<file path="config.mk">
export PLATFORM = sky130hd
export DESIGN_NAME = store_buffer
export DESIGN_NICKNAME = d
export VERILOG_FILES = /design/src/rtl/store_buffer.sv
export SDC_FILE = /design/constraint.sdc
export NUM_CORES = 1
export LEC_CHECK = 0
export BUFFER_PORTS_ARGS = -buffer_cell sky130_fd_sc_hd__buf_4
export CORE_ASPECT_RATIO = 0.8
export CORE_MARGIN = 1
export CORE_UTILIZATION = 54
export CTS_CLUSTER_SIZE = 20
export DETAILED_ROUTE_END_ITERATION = 8
export GPL_TIMING_DRIVEN = 0
export PLACE_DENSITY_LB_ADDON = 0.05
export SETUP_SLACK_MARGIN = 0.3
export SLEW_MARGIN = 0
export SYNTH_ARGS = -nofsm -noshare
export SYNTH_HDL_FRONTEND = slang
export SYNTH_SLANG_ARGS = --single-unit
</file>
<file path="constraint.sdc">
create_clock -name clock -period 3.15 [get_ports clock]
set_input_delay 0.63 -clock clock [delete_from_list [all_inputs] [get_ports clock]]
set_output_delay 0.63 -clock clock [all_outputs]
set_load 0.05 [all_outputs]
</file>
<file path="src/rtl/store_buffer.sv">
// store_buffer: posted-store FIFO in front of data_mem with load forwarding.
// Optional in-place store coalescing is enabled by STORE_BUFFER_COALESCE_EN.
module store_buffer #(
    parameter int DEPTH  = 4,
    parameter int ADDR_W = 16,
    parameter int DATA_W = 16
) (
    input  logic                       clock,
    input  logic                       reset,
    input  logic                       st_valid,
    output logic                       st_ready,
    input  logic [ADDR_W-1:0]          st_addr,
    input  logic [DATA_W-1:0]          st_data,
    input  logic                       ld_valid,
    output logic                       ld_ready,
    input  logic [ADDR_W-1:0]          ld_addr,
    output logic                       ld_resp_valid,
    output logic [DATA_W-1:0]          ld_resp_data,
    input  logic                       flush,
    output logic                       flush_done,
    output logic                       empty,
    output logic                       full,
    output logic [$clog2(DEPTH+1)-1:0] count,
    output logic                       mem_write,
    output logic                       mem_read,
    output logic [ADDR_W-1:0]          mem_address,
    output logic [DATA_W-1:0]          mem_data_to_write,
    input  logic [DATA_W-1:0]          mem_readed_data
);

    localparam int PW = $clog2(DEPTH);
    localparam int CW = $clog2(DEPTH+1);

    typedef enum logic [1:0] {IDLE, WRITE, READ} state_t;

    logic [ADDR_W-1:0] addr_q [DEPTH];
    logic [DATA_W-1:0] data_q [DEPTH];
    logic [PW-1:0]     head_q, tail_q;
    logic [CW-1:0]     count_q;
    state_t            state_q;
    logic              mem_write_q, mem_read_q;
    logic [ADDR_W-1:0] mem_address_q;
    logic [DATA_W-1:0] mem_data_q;
    logic              resp_valid_q;
    logic [DATA_W-1:0] resp_data_q;

    logic              ld_hit, co_hit;
    logic [DATA_W-1:0] ld_hit_data;
    logic [PW-1:0]     co_idx, slot, drain_idx;
    logic [DATA_W-1:0] drain_data;
    logic              push, alloc, coalesce, pop;

    assign empty      = (count_q == '0);
    assign full       = (count_q == CW'(DEPTH));
    assign count      = count_q;
    assign ld_ready   = (state_q == IDLE);
    assign flush_done = flush && empty && (state_q == IDLE);

`ifdef STORE_BUFFER_COALESCE_EN
    assign st_ready = (!full || co_hit) && !flush;
`else
    assign st_ready = !full && !flush;
`endif

    assign push     = st_valid && st_ready;
    assign alloc    = push && !co_hit;
    assign coalesce = push && co_hit;
    assign pop      = (state_q == WRITE);

    assign mem_write         = mem_write_q;
    assign mem_read          = mem_read_q;
    assign mem_address       = mem_address_q;
    assign mem_data_to_write = mem_data_q;
    assign ld_resp_valid     = resp_valid_q;
    assign ld_resp_data      = resp_data_q;

    // Search valid entries oldest to youngest; the last match wins.
    always_comb begin
        ld_hit      = 1'b0;
        ld_hit_data = '0;
        co_hit      = 1'b0;
        co_idx      = '0;
        slot        = '0;
        for (int i = 0; i < DEPTH; i++) begin
            slot = head_q + PW'(i);
            if (CW'(i) < count_q) begin
                if (addr_q[slot] == ld_addr) begin
                    ld_hit      = 1'b1;
                    ld_hit_data = data_q[slot];
                end
`ifdef STORE_BUFFER_COALESCE_EN
                // The head being written this cycle is already committed.
                if (addr_q[slot] == st_addr &&
                    !(i == 0 && state_q == WRITE)) begin
                    co_hit = 1'b1;
                    co_idx = slot;
                end
`endif
            end
        end
    end

    // Entry about to be launched to memory; forward a coalescing store into it.
    always_comb begin
        drain_idx  = (state_q == WRITE) ? head_q + PW'(1) : head_q;
        drain_data = data_q[drain_idx];
        if (coalesce && co_idx == drain_idx)
            drain_data = st_data;
    end

    // FIFO storage, pointers and occupancy.
    always_ff @(posedge clock) begin
        if (reset) begin
            head_q  <= '0;
            tail_q  <= '0;
            count_q <= '0;
        end else begin
            if (alloc) begin
                addr_q[tail_q] <= st_addr;
                data_q[tail_q] <= st_data;
                tail_q         <= tail_q + PW'(1);
            end
            if (coalesce)
                data_q[co_idx] <= st_data;
            if (pop)
                head_q <= head_q + PW'(1);
            count_q <= count_q + CW'(alloc) - CW'(pop);
        end
    end

    // Memory-port FSM: one read or write per cycle, all outputs registered.
    always_ff @(posedge clock) begin
        if (reset) begin
            state_q       <= IDLE;
            mem_write_q   <= 1'b0;
            mem_read_q    <= 1'b0;
            mem_address_q <= '0;
            mem_data_q    <= '0;
            resp_valid_q  <= 1'b0;
            resp_data_q   <= '0;
        end else begin
            resp_valid_q <= 1'b0;
            unique case (state_q)
                IDLE: begin
                    if (ld_valid && !ld_hit) begin
                        mem_read_q    <= 1'b1;
                        mem_address_q <= ld_addr;
                        state_q       <= READ;
                    end else begin
                        if (ld_valid) begin
                            resp_valid_q <= 1'b1;
                            resp_data_q  <= ld_hit_data;
                        end
                        if (count_q != '0) begin
                            mem_write_q   <= 1'b1;
                            mem_address_q <= addr_q[head_q];
                            mem_data_q    <= drain_data;
                            state_q       <= WRITE;
                        end
                    end
                end
                READ: begin
                    resp_valid_q  <= 1'b1;
                    resp_data_q   <= mem_readed_data;
                    mem_read_q    <= 1'b0;
                    mem_address_q <= '0;
                    state_q       <= IDLE;
                end
                WRITE: begin
                    if (count_q > CW'(1) && !ld_valid) begin
                        mem_address_q <= addr_q[drain_idx];
                        mem_data_q    <= drain_data;
                    end else begin
                        mem_write_q   <= 1'b0;
                        mem_address_q <= '0;
                        mem_data_q    <= '0;
                        state_q       <= IDLE;
                    end
                end
                default: state_q <= IDLE;
            endcase
        end
    end

endmodule

</file>
## After elaboration in Yosys (flattened, before gate mapping)

Memories as Yosys holds them, arrays and structs flattened. A register that Yosys moved wholly into a read port is not among the register bits.
Cells that the tools add are included.

| word-level totals | value |
|---|---|
| register bits | 60 |
| bits in writable memories | 128 |
| output and inout port bits | 59 |
| logic and storage cells | 104 |
| memories | 2 |

| operators by class | value |
|---|---|
| add/subtract/negate cells | 6 |
| $lt $le $gt $ge | 5 |
| equal/unequal tests | 13 |
| multiplexer cells | 46 |
| reduce and logical (&&, ||, !) cells | 22 |

Memory list:

| memory | words | width | rd ports | clocked after memory_dff | write ports | line | RTL |
|---|---|---|---|---|---|---|---|
| addr_q | 4 | 16 | 5 | 1 | 1 | 36 | `logic [ADDR_W-1:0] addr_q [DEPTH];` |
| data_q | 4 | 16 | 5 | 1 | 1 | 37 | `logic [DATA_W-1:0] data_q [DEPTH];` |

Operator list:

| operator | count |
|---|---|
| 2-to-1 mux 16 bit | 16 |
| == test 16 bit | 4 |
| one-hot mux 16 bit (2 select lines) | 2 |
| one-hot mux 16 bit (3 select lines) | 1 |
| 2-to-1 mux 1 bit | 17 |
| 2-to-1 mux 2 bit | 6 |
| logical AND 1 bit | 6 |
| < comparator 1 x 3 -> 1 bit (first input constant) | 2 |
| < comparator 2 x 3 -> 1 bit (first input constant) | 2 |
| != test 2 bit (second input constant) | 3 |
| one-hot mux 1 bit (2 select lines) | 3 |
| AND reduction 2 bit | 3 |
| AND reduction 3 bit | 2 |
| nonzero test 3 bit | 2 |
| adder 2 x 1 -> 2 bit (second input constant) | 2 |
| adder 2 bit (second input constant) | 2 |
| zero test 1 bit | 4 |
| != test 2 x 1 -> 1 bit (second input constant) | 2 |
| one-hot mux 2 bit (2 select lines) | 1 |
| AND reduction 4 bit | 1 |
| nonzero test 2 bit | 2 |
| adder 3 x 1 -> 3 bit | 1 |
| == test 3 bit (second input constant) | 1 |
| greater-than comparator 3 x 1 -> 1 bit (second input constant) | 1 |
| 6 further kinds | 6 |

## Depth between registers and ports, before layout

Gate-level depths: netlist of run 1.

| depth | value |
|---|---|
| depth after elaboration | 13 |
| mapped depth | 16 |
| mapped depth without buffers | 11 |

## Worst setup path before layout of run 1

No wires, ideal clock.

| timing path | value |
|---|---|
| path type | reg2reg |
| start point | reg count_q[2], in the netlist count[2] |
| end point | reg count_q[2], in the netlist count[2] |
| library setup time | 128 ps |
| arrival | 3887 ps |
| data required time | 3022 ps |
| setup slack | -865 ps |
| stages on the path, launching flop included | 12 |
| buffers on the path | 0 |
| period minus slack after synthesis | 4015 ps |
| path through | dfxtp_1 inv_1 nor3_1 nor2_1 nand2_1 ha_1 inv_1 ha_1 inv_1 fa_1 xnor2_1 nor2_1 |

| on the way | value |
|---|---|
| cells in the longest elaborated chain, start to end | 6 |

Ends and longest elaborated chain:

| element | line | RTL |
|---|---|---|
| from (decl) | 39 | `logic [CW-1:0] count_q;` |
| from (signal assigned) | 127 | `count_q <= count_q + CW'(alloc) - CW'(pop);` |
| == test 3 bit | 54 | `assign full = (count_q == CW'(DEPTH));` |
| named net full | 22 | `output logic full,` |
| zero test 1 bit | 62 | `assign st_ready = !full && !flush;` |
| logical AND 1 bit | 62 |  |
| named net st_ready | 11 | `output logic st_ready,` |
| logical AND 1 bit | 65 | `assign push = st_valid && st_ready;` |
| adder 3 x 1 -> 3 bit | 127 |  |
| subtractor 3 x 1 -> 3 bit | 127 |  |

The timed path passes the listed nets, and every way through them passes these cells.
A chain may end at the register's enable or synchronous reset.

## Worst setup path in the final report of run 1

| timing path | value |
|---|---|
| start point | reg head_q[0] |
| end point | reg mem_address_q[8], in the netlist mem_address[8] |

| on the way | value |
|---|---|
| cells in the longest elaborated chain, start to end | 13 |
| elaborated cells on any way between the ends | 21 |
| those cells by class | add/sub: 3; eq/ne: 4; mux: 10; reduce/logical: 3; memory: 1 |

Ends and longest elaborated chain:

| element | line | RTL |
|---|---|---|
| from (decl) | 38 | `logic [PW-1:0] head_q, tail_q;` |
| from (signal assigned) | 126 | `head_q <= head_q + PW'(1);` |
| adder 2 x 1 -> 2 bit | 85, 105 |  |
| memory (4 x 16 bit) (*) | - |  |
| == test 16 bit | 87 | `if (addr_q[slot] == ld_addr) begin` |
| 2-to-1 mux 1 bit | 87 |  |
| 2-to-1 mux 1 bit | 86 | `if (CW'(i) < count_q) begin` |
| 2-to-1 mux 1 bit | 87 |  |
| 2-to-1 mux 1 bit | 86 |  |
| 2-to-1 mux 1 bit | 87 |  |
| 2-to-1 mux 1 bit | 86 |  |
| zero test 1 bit | 145 | `if (ld_valid && !ld_hit) begin` |
| logical AND 1 bit | 145 |  |
| 2-to-1 mux 16 bit / != test 3 x 1 -> 1 bit (equally long branches) | - |  |
| one-hot mux 16 bit (3 select lines) / AND reduction 2 bit (equally long branches) | - |  |
| to (signal assigned) | 147 | `mem_address_q <= ld_addr;` |
| to (signal assigned) | 156 | `mem_address_q <= addr_q[head_q];` |
| to (signal assigned) | 171 | `mem_address_q <= addr_q[drain_idx];` |
| to (decl) | 42 | `logic [ADDR_W-1:0] mem_address_q;` |

Every way passes the cells marked *; elsewhere a longest branch is shown, timed or not.

==> summary.md, run 1 <==
| Metric | Value |
|---|---|
| Synth top cells by count | 128 x edfxtp_1, 78 x mux2i_1, 78 x nor2_1, 65 x mux4_2 |
| Synthesized flop and latch total | 188 |
| Total CTS buffers | 17 |
| Yosys top cell by area | edfxtp_1 |
| Via density | 6.79 |
| Final hold vios | 0 |
| Count of cell types in the netlist | 72 |
| CTS tree | built |
| Number of global-route vias before repair | 9,565 |
| I/O pin total | 128 |
| Site Rows | 48 |
| Leakage | 0.00512 µW |
| Port bufs | 112 |
| Ys async rst share | 0 |
| Met3 WL post-DR | 5.90 mm |
| Highest routed metal layer | met4 |
| DIE AREA | 22,800 µm² |
| Setup crit start kind | flop |
| Endpoint class of the critical path | flop |
| Die W | 169 µm |
| Crit share post-route | 1.16 |
| Mapped Nets | 1,131 |
| XOR/XNOR share of the synthesized area | 0.0446 |
| Share of layout cells above drive strength 1 | 0.374 |
| Mux contribution to synthesized area | 0.227 |
| Worst Path Required | 3.44 ns |
| Initial antenna violation count | 0 |
| Clock Sinks | 188 |
| Mapped Cells | 1,049 |
| Setup slack, reg-to-reg | -0.52 ns |
| Worst min path class | in -> reg |
| Post-synth EDFFs | 128 |
| Final std cells w/o fill | 1,539 |
| Status | finished, violations left |
| Synth Flop Type | edfxtp_1 |
| Diodes inserted | 0 |
| Initial DRC count | 1,521 |
| Hold depth | 1 |
| RSZ-0062 raised after global routing | true |
| Core Footprint | 21,700 µm² |
| Max_slew headroom | 0.231 |
| Grt ovf | 0 |
| Yosys top cell area share | 0.321 |
| Slew of the pin with the lowest slew margin | 1.15 ns |
| Worst hold start | st_data[1] |
| Max Clock Freq | 273 MHz |
| First-pass DRT Iterations | 8 |
| DR DRC count | 2 |
| Wl on met1 | 18.0 mm |
| Final Worst Setup Slack | -0.517 ns |
| # placed instances | 1,462 |
| Global-route wire length before repair | 61.3 mm |
| GPL Wtd Cong | 0.985 |
| Worst Setup SP | head_q[0] |
| Die Span Y | 135 µm |
| Yosys warns | 0 |
| Worst Path Max Fanout | 8 |
| Mean routed wirelength per cell | 27.4 µm |
| CTS max path bufs | 2 |
| Initial Util | 0.553 |
| Worst Skew | 0.0157 ns |
| Max-cap violation count | 0 |
| Adder-Cell Fraction of Synth Area | 0.0142 |
| Top cells by area, synth | edfxtp_1 32%, mux4_2 12%, dfxtp_1 10% |
| Metal2 WL | 17.2 mm |
| Synthesized area | 12,000 µm² |
| Via count | 10,400 |
| Clk_lat worst skew | 0.45 ns |
| Largest net degree at the start of global routing | 33 |
| Final nets | 1,308 |
| H-tree depth | 4 |
| Final setup violation count | 53 |
| PD cells | 646 nW/µm² |
| Post-Route WL | 42.2 mm |
| Average size of a mapped cell | 11.4 µm² |
| CTS root buf | clkbuf_16 |
| Sequential-to-total area share from yosys stat | 0.421 |
| Path depth of the worst reg2reg path | 14 |
| Reg clk slew, reported paths | 0.08 ns |
| # hold bufs at CTS | 0 |
| Simple-gate share of the synthesized area | 0.0967 |
| Failing checks | DRC, setup timing |
| Synth Area in Compound Gates | 0.147 |
| Number of fill cells in the layout | 1,665 |
| Post-DP HPWL | 28.8 mm |
| Peak VDD IR | 0.407 mV |
| Arrival time at the worst endpoint | 3.96 ns |
| Crit Reg-Reg Startpoint | head_q[0] |
| Critical path type | reg -> reg |
| Most frequent cell after synthesis | edfxtp_1 |
| Routed Antenna Nets | 0 |
| Global Route Usage Sum | 0.374 |
| Area growth, synth to finish | 24.8% |
| Total Power | 9650 µW |
| Largest family of logic cells by synthesized area | multiplexers |
| Final min period | 3.67 ns |
| Fin. max-slew vios | 0 |
-- registers in the layout (all words and copies together), names as in the netlist --
name / cells
data_q: 64
ld_resp_data: 16
ld_resp_valid: 1
addr_q: 64
count: 3
mem_read: 1
head_q: 2
mem_data_to_write: 16
tail_q: 2
mem_write: 1
mem_address: 16
state_q: 2
-- critical path: stages, from the launching register on --
cell,delay (ns)
dfxtp_2,0.35
buf_12,0.16
mux4_2,0.51
xor2_1,0.18
nor4_4,0.42
o2111ai_2,0.20
or4_4,0.46
clkbuf_8,0.19
and4_4,0.20
buf_8,0.14
a31oi_4,0.19
buf_4,0.16
buf_6,0.15
nor2b_2,0.16
a311oi_2,0.05
-- metal layers --
metal	global-route usage	up-vias
met2	0.506	785
met1	0.559	5145
met4	0.0944	0
met3	0.142	107
met5	0	-
li1	-	4412
-- stage by stage --
step	worst slack [ns]	instance area, µm²	hold slack [ns]	setup TNS [ns]	utilization
finish	-0.517	15000	0.372	-23.02	0.690
CTS	-0.462	14600	0.369	-20.48	0.675
floorplan	0.0189	12100	0.469	0	-
global placement	-1.56	13300	0.441	-62.87	0.614
global route	-0.571	15000	0.371	-25.65	0.690
detailed placement	-1.55	13300	0.446	-62.03	0.614
-- cells in the final DEF, fill, tap and decap left out, types with 6 or more instances in the layout --
cell,count
xnor2_2,6
dfxtp_1,57
buf_4,146
inv_6,7
buf_8,6
buf_6,24
nor2b_1,12
buf_1,14
o21ai_0,40
xor2_1,20
a22o_1,15
edfxtp_1,128
nor2_1,76
a31oi_1,14
clkbuf_2,6
nor3_1,9
clkbuf_1,36
nand4_1,7
buf_2,13
nand2_1,35
o21ai_1,10
xnor2_1,29
clkbuf_16,18
nand3_1,39
mux2i_2,9
inv_1,18
ha_1,12
a311oi_2,9
a2111oi_2,15
mux2i_1,67
a211oi_1,35
and3_1,6
a21oi_1,59
mux2_2,37
buf_12,7
nand2_2,16
nor2b_2,7
mux4_2,65
-- worst paths after layout --
kind | to
min reg2reg | mem_data_to_write[10]
max | mem_address[8]
min | data_q[1][1]
max reg2reg | mem_address[8]
-- layout make-up --
class | instances | area, µm² | area share
sequential | 188 | 5050 | 0.338
timing repair buffer | 158 | 1260 | 0.0840
tap | 300 | 375 | 0.0251
clock inverter | 13 | 119 | 0.00795
multi-input combinational | 745 | 6950 | 0.465
inverter | 19 | 71.3 | 0.00477
clock buffer | 19 | 454 | 0.0304
buffer | 97 | 676 | 0.0452
-- power by group --
part / switching (µW) / internal (µW) / leakage [µW]
combinational: 2690 / 1730 / 0.00319
sequential: 197 / 2860 / 0.00165
clock: 1080 / 1090 / 0.000282
-- cell families after synthesis --
group | after synthesis
fa+ha+maj | 13
buf+inv | 116
simple gates | 243
compound gates | 245
flops | 188
mux | 183
xor+xnor | 61
-- repair_timing --
item / CTS / global route
gates cloned: 8 / 0
pin swaps: 33 / 15
buffers inserted: 32 / 5
resized for setup: 113 / 87
setup endpoints to repair: 55 / 55
(Power assumes the default switching activity.)
==> run 2, diff against run 1 <==
SKIP_LAST_GASP = 1   (was not set)
==> summary.md, run 2 (synthesized netlist as in run 1, its figures left out) <==
| Metric | Value |
|---|---|
| Via count | 10,400 (-0.18%) |
| Arrival time at the worst endpoint | 3.93 ns (-0.03 ns) |
| RSZ-0062 raised after global routing | true |
| Slowest stage delay, CP | 0.52 ns (about the same) |
| DIE AREA | 22,800 µm² (unchanged) |
| Max-cap violation count | 0 (unchanged) |
| Initial DRC count | 1,601 (+5.3%) |
| CTS root buf | clkbuf_16 |
| Area growth, synth to finish | 24.7% |
| PD cells | 645 nW/µm² (about the same) |
| DR DRC count | 2 (unchanged) |
| Worst Path Required | 3.44 ns (about the same) |
| Buf+Inv Stages, Crit Path | 7 (+2) |
| Worst min path class | in -> reg |
| Number of fill cells in the layout | 1,663 (-0.12%) |
| Initial antenna violation count | 0 (unchanged) |
| Most common cell on crit path | buf_12 |
| Total CTS buffers | 17 (unchanged) |
| Worst Path Max Fanout | 8 (unchanged) |
| Setup slack, reg-to-reg | -0.49 ns (+0.03 ns) |
| First-pass DRT Iterations | 8 (unchanged) |
| Util after Layout | 0.689 (-0.000924) |
| Core Footprint | 21,700 µm² (unchanged) |
| Routed Antenna Nets | 0 (unchanged) |
| Clk_lat worst skew | 0.45 ns (about the same) |
| Peak VDD IR | 0.412 mV (+1.2%) |
| CTS tree | built |
| Mean routed wirelength per cell | 27.4 µm (about the same) |
| Final setup violation count | 53 (unchanged) |
| Post-DP HPWL | 28.8 mm (unchanged) |
| Post-Route WL | 42.2 mm (+0.12%) |
| GPL Wtd Cong | 0.985 (unchanged) |
| Global Route Usage Sum | 0.374 (-0.000650) |
| Endpoint class of the critical path | flop |
| Failing checks | DRC, setup timing |
| Final hold vios | 0 (unchanged) |
| Final nets | 1,308 (unchanged) |
| Crit path cell chain | buf_12, buf_12, buf_12, buf_4, mux4_2, xnor2_1, o211ai_1, nor4_4, nand2_2, and4_4, buf_8, a31oi_4, buf_4, buf_8, nor2b_2, a311oi_2 |
| Largest net degree at the start of global routing | 33 (unchanged) |
| Worst Skew | 0.0118 ns (-0.00388 ns) |
| Clock Sinks | 188 (unchanged) |
| Status | finished, violations left |
| Site Rows | 48 (unchanged) |
| Pre-CTS WS | -1.55 ns (unchanged) |
| Total Power | 9640 µW (-0.14%) |
| Most frequent cells in the layout | 144 x buf_4, 128 x edfxtp_1, 76 x nor2_1 |
| Hold slack | 0.374 ns (+0.00141 ns) |
| Crit share post-route | 1.15 (-0.00981) |
| Max Clock Freq | 275 MHz (+0.85%) |
| Slew of the pin with the lowest slew margin | 1.14 ns (-0.0128 ns) |
| H-tree depth | 4 (unchanged) |
| Port bufs | 112 (unchanged) |
| Largest delay share family, worst path | buffers and inverters |
| CTS max path bufs | 2 (unchanged) |
| Biggest regs | addr_q x64, data_q x64 |
| Leakage | 0.00512 µW (about the same) |
| Die Span Y | 135 µm (unchanged) |
| Setup crit start kind | flop |
| Total negative slack | -22.31 ns (+0.708 ns) |
| I/O pin total | 128 (unchanged) |
| Worst path slowest cell | mux4_2 |
| Via density | 6.77 (-0.25%) |
| Final Worst Setup Slack | -0.486 ns (+0.0309 ns) |
| Die W | 169 µm (unchanged) |
| Critical path type | reg -> reg |
| Max_slew headroom | 0.240 (+0.00851) |
| Final min period | 3.64 ns (-0.0309 ns) |
| Initial Util | 0.553 (unchanged) |
| Grt ovf | 0 (unchanged) |
| Most common cell after layout, fill and taps aside | buf_4 |
| Global-route wire length before repair | 61.2 mm (-0.25%) |
| Share of layout cells above drive strength 1 | 0.364 (-0.00969) |
| Fin. max-slew vios | 0 (unchanged) |
| Number of global-route vias before repair | 9,544 (-0.22%) |
| Reg clk slew, reported paths | 0.08 ns (about the same) |
## run 2: changes by cell type in the layout (fill, tap and decap cells not counted), moves of 3 or more
cell and delta:
o21ai_0 +4, a31oi_1 +3, a31oi_2 -3, a2111oi_1 +4, a2111oi_2 -8, o21ai_1 -4
## run 2: power breakdown
group	internal [µW]	total (µW)	switching (µW)	leakage [µW]
registers	2860	3060	194	0.00165
logic	1730	4410	2690	0.00319
clock network	1090	2170	1070	0.000282
## run 2: worst reg2reg max path, stage by stage (launching register included)
cell      delay, ns
dfxtp_2        0.34
buf_12         0.15
buf_12         0.16
buf_12         0.15
buf_4          0.16
mux4_2         0.52
xnor2_1        0.25
o211ai_1       0.19
nor4_4         0.36
nand2_2        0.14
and4_4         0.22
buf_8          0.14
a31oi_4        0.19
buf_4          0.16
buf_8          0.15
nor2b_2        0.16
a311oi_2       0.05
## run 2: repair_timing
item,CTS,global route
buffers inserted,32,5
endpoints found under the setup margin,55,55
hold buffers,0,0
pin swaps,32,16
gates cloned,8,0
resized for setup,108,78
## run 2: path summary, 6_finish.rpt
path                         startpoint                    end  cells past startpoint
hold reg to reg   mem_data_to_write[12]  mem_data_to_write[12]                      2
setup reg to reg              head_q[0]         mem_address[8]                     16
setup / recovery              head_q[0]         mem_address[8]                     16
hold / removal               st_data[1]           data_q[1][1]                      1
## run 2: final cells by class
cell class / instances / area, µm² / share of cell area
inverter: 19 / 71.3 / 0.00478
tap: 300 / 375 / 0.0251
buffer: 97 / 668 / 0.0447
clock inverter: 13 / 119 / 0.00796
multi-input combinational: 745 / 6930 / 0.464
timing repair buffer: 158 / 1270 / 0.0849
clock buffer: 19 / 454 / 0.0304
antenna: 1 / 2.50 / 0.000168
sequential: 188 / 5050 / 0.338
## run 2: layer usage
| metal | vias to the layer above | routed length (µm) | global-route usage |
|---|---|---|---|
| met5 | - | 49 | 0 |
| met4 | 2 | 1100 | 0.0924 |
| met3 | 103 | 5690 | 0.141 |
| met2 | 758 | 17100 | 0.505 |
| met1 | 5154 | 18300 | 0.559 |
| li1 | 4413 | - | - |
## run 2: metrics by stage
stage / instance area (µm²) / std cells
after floorplan: 12100 / 1049
after global placement: 13300 / 1461
after detailed placement: 13300 / 1462
after CTS: 14600 / 1534
after global routing: 14900 / 1539
final: 14900 / 1540
==> run 3, diff against run 2 <==
CORE_UTILIZATION = 60   (was 54)
SLEW_MARGIN = 15   (was 0)
clock period = 3.8 ns   (was 3.15 ns; I/O delays follow)
==> summary.md, run 3 (synthesized netlist as in run 1, its figures left out) <==
| Metric | Value |
|---|---|
| GPL Wtd Cong | 1.01 (+2.0%) |
| Failing checks | setup timing |
| Arrival time at the worst endpoint | 4.16 ns (+0.23 ns) |
| Port bufs | 112 (unchanged) |
| Clock Sinks | 188 (unchanged) |
| Die Span Y | 128 µm (-5.1%) |
| Final min period | 3.81 ns (+0.179 ns) |
| H-tree depth | 4 (unchanged) |
| DR DRC count | 0 (-2) |
| Final std cells w/o fill | 1,511 (-1.9%) |
| # placed instances | 1,424 (-2.6%) |
| Post-DP HPWL | 28.6 mm (-0.64%) |
| Worst Path Required | 4.14 ns (+0.70 ns) |
| CTS tree | built |
| Final hold vios | 0 (unchanged) |
| Area growth, synth to finish | 26.2% |
| Final nets | 1,322 (+1.1%) |
| Diodes inserted | 0 (-1) |
| Total CTS buffers | 17 (unchanged) |
| Placed instance area | 13,200 µm² (-0.53%) |
| Number of fill cells in the layout | 1,214 (-27%) |
| Global-route wire length before repair | 60.3 mm (-1.3%) |
| Worst min path class | reg -> reg |
| CTS max path bufs | 2 (unchanged) |
| Final Worst Setup Slack | -0.0145 ns (+0.471 ns) |
| Worst Path Max Fanout | 10 (+2) |
| Via density | 7.16 (+5.7%) |
| Reg clk slew, reported paths | 0.08 ns (about the same) |
| Most frequent cells in the layout | 153 x buf_4, 128 x edfxtp_1, 77 x nor2_1 |
| Endpoint class of the critical path | flop |
| I/O pin total | 128 (unchanged) |
| Share of layout cells above drive strength 1 | 0.375 (+0.0111) |
| Global Route Usage Sum | 0.403 (+0.0291) |
| RSZ-0062 raised after global routing | true |
| Setup crit start kind | flop |
| Critical path type | reg -> reg |
| Max Clock Freq | 262 MHz (-4.7%) |
| DIE AREA | 20,500 µm² (-9.9%) |
| Max-cap violation count | 0 (unchanged) |
| Initial Util | 0.622 (+0.0696) |
| Peak VDD IR | 0.442 mV (+7.4%) |
| Die W | 160 µm (-5.1%) |
| Status | finished, violations left |
| Fin. max-slew vios | 0 (unchanged) |
| Routed Antenna Nets | 0 (unchanged) |
| Initial antenna violation count | 0 (unchanged) |
| First-pass DRT Iterations | 7 (-1) |
| Grt ovf | 0 (unchanged) |
| Worst Skew | 0.0141 ns (+0.00231 ns) |
| CTS root buf | clkbuf_16 |
| Fin area | 15,100 µm² (+1.2%) |
| Number of global-route vias before repair | 9,729 (+1.9%) |
| Final setup violation count | 3 (-94%) |
| Site Rows | 45 (-6.3%) |
| Clk_lat worst skew | 0.45 ns (about the same) |
| Most common cell after layout, fill and taps aside | buf_4 |
| Leakage | 0.00524 µW (+2.4%) |
| Biggest regs | addr_q x64, data_q x64 |
| Crit share post-route | 1.00 (-0.150) |
| Slew of the pin with the lowest slew margin | 0.977 ns (-0.164 ns) |
| Largest net degree at the start of global routing | 26 (-21%) |
| Mean routed wirelength per cell | 28.3 µm (+3.2%) |
| PD cells | 537 nW/µm² (-17%) |
| Post-Route WL | 42.8 mm (+1.3%) |
| Max_slew headroom | 0.349 (+0.109) |
| Via count | 10,800 (+3.7%) |
| Core Footprint | 19,300 µm² (-11%) |
| Initial DRC count | 1,750 (+9.3%) |
## run 3: cell types whose count changed in the layout (fill, tap and decap cells not counted), moves of 6 or more
cell	before	now
mux2i_1	69	63
buf_4	144	153
clkbuf_4	0	6
nand3_1	39	31
nand3_2	0	7
nand2_1	35	42
nand2_2	16	5
buf_12	7	18
buf_6	25	19
## run 3: what timing repair did
action / in CTS / in global routing
buffers inserted: 28 / 21
resized for setup: 98 / 112
cloned: 4 / 2
endpoints found under the setup margin: 54 / 52
hold buffers: 0 / 0
pin swaps: 15 / 31
## run 3: routing by layer
| metal | vias up | part of all wire | wire, µm | global-route usage |
|---|---|---|---|---|
| met3 | 162 | 0.17 | 7080 | 0.162 |
| met2 | 1032 | 0.41 | 17500 | 0.554 |
| met5 | - | 0 | 0 | 0 |
| met1 | 5193 | 0.39 | 16700 | 0.586 |
| li1 | 4433 | - | - | - |
| met4 | 0 | 0.035 | 1490 | 0.114 |
## run 3: where the power goes
group	leakage [µW]	internal (µW)	switching, µW
sequential	0.00165	2370	165
combinational	0.00332	1510	2290
clock	0.000276	878	908
total	0.00524	4760	3360
## run 3: through the flow
| step | worst slack, ns | hold slack, ns | util | TNS (ns) | total power (µW) |
|---|---|---|---|---|---|
| 2_1_floorplan | 0.336 | 0.469 | - | 0 | 4720 |
| 3_3_place_gp | -0.944 | 0.442 | 0.683 | -27.41 | 5590 |
| 3_5_place_dp | -0.924 | 0.444 | 0.688 | -28.32 | 5630 |
| 4_1_cts | 0.206 | 0.455 | 0.750 | 0 | 7620 |
| 5_1_grt | -0.0134 | 0.484 | 0.785 | -0.0157 | 8330 |
| 6_report | -0.0145 | 0.460 | 0.785 | -0.0370 | 8120 |
## run 3: final timing paths
kind,cells after the start,end,start,slack (ns)
max reg2reg,19,mem_address[8],head_q[0],-0.01
min,2,mem_data_to_write[10],mem_data_to_write[10],0.46
max,19,mem_address[8],head_q[0],-0.01
min reg2reg,2,mem_data_to_write[10],mem_data_to_write[10],0.46
## run 3: cell type report
cell class                      count  area (µm²)  share of cell area
Sequential cell                   188        5050               0.334
Buffer                             97         687              0.0454
Inverter                           19        71.3             0.00472
Clock buffer                       18         429              0.0284
Tap cell                          258         323              0.0214
Multi-Input combinational cell    745        6930               0.459
Clock inverter                     14         148             0.00977
Timing Repair Buffer              172        1480              0.0978
## run 3: worst max-delay path, cell delays in order (launching register included)
cell and delay [ns]:
dfxtp_2 0.35, buf_12 0.16, buf_12 0.13, buf_12 0.13, buf_12 0.13, buf_12 0.16, mux2i_1 0.29, xor2_1 0.29
buf_4 0.20, buf_4 0.11, a32oi_1 0.08, a21oi_1 0.15, nand4_1 0.26, and4_4 0.28, buf_8 0.14, a31oi_4 0.23
buf_6 0.17, buf_6 0.15, a31oi_1 0.06, a311oi_2 0.23
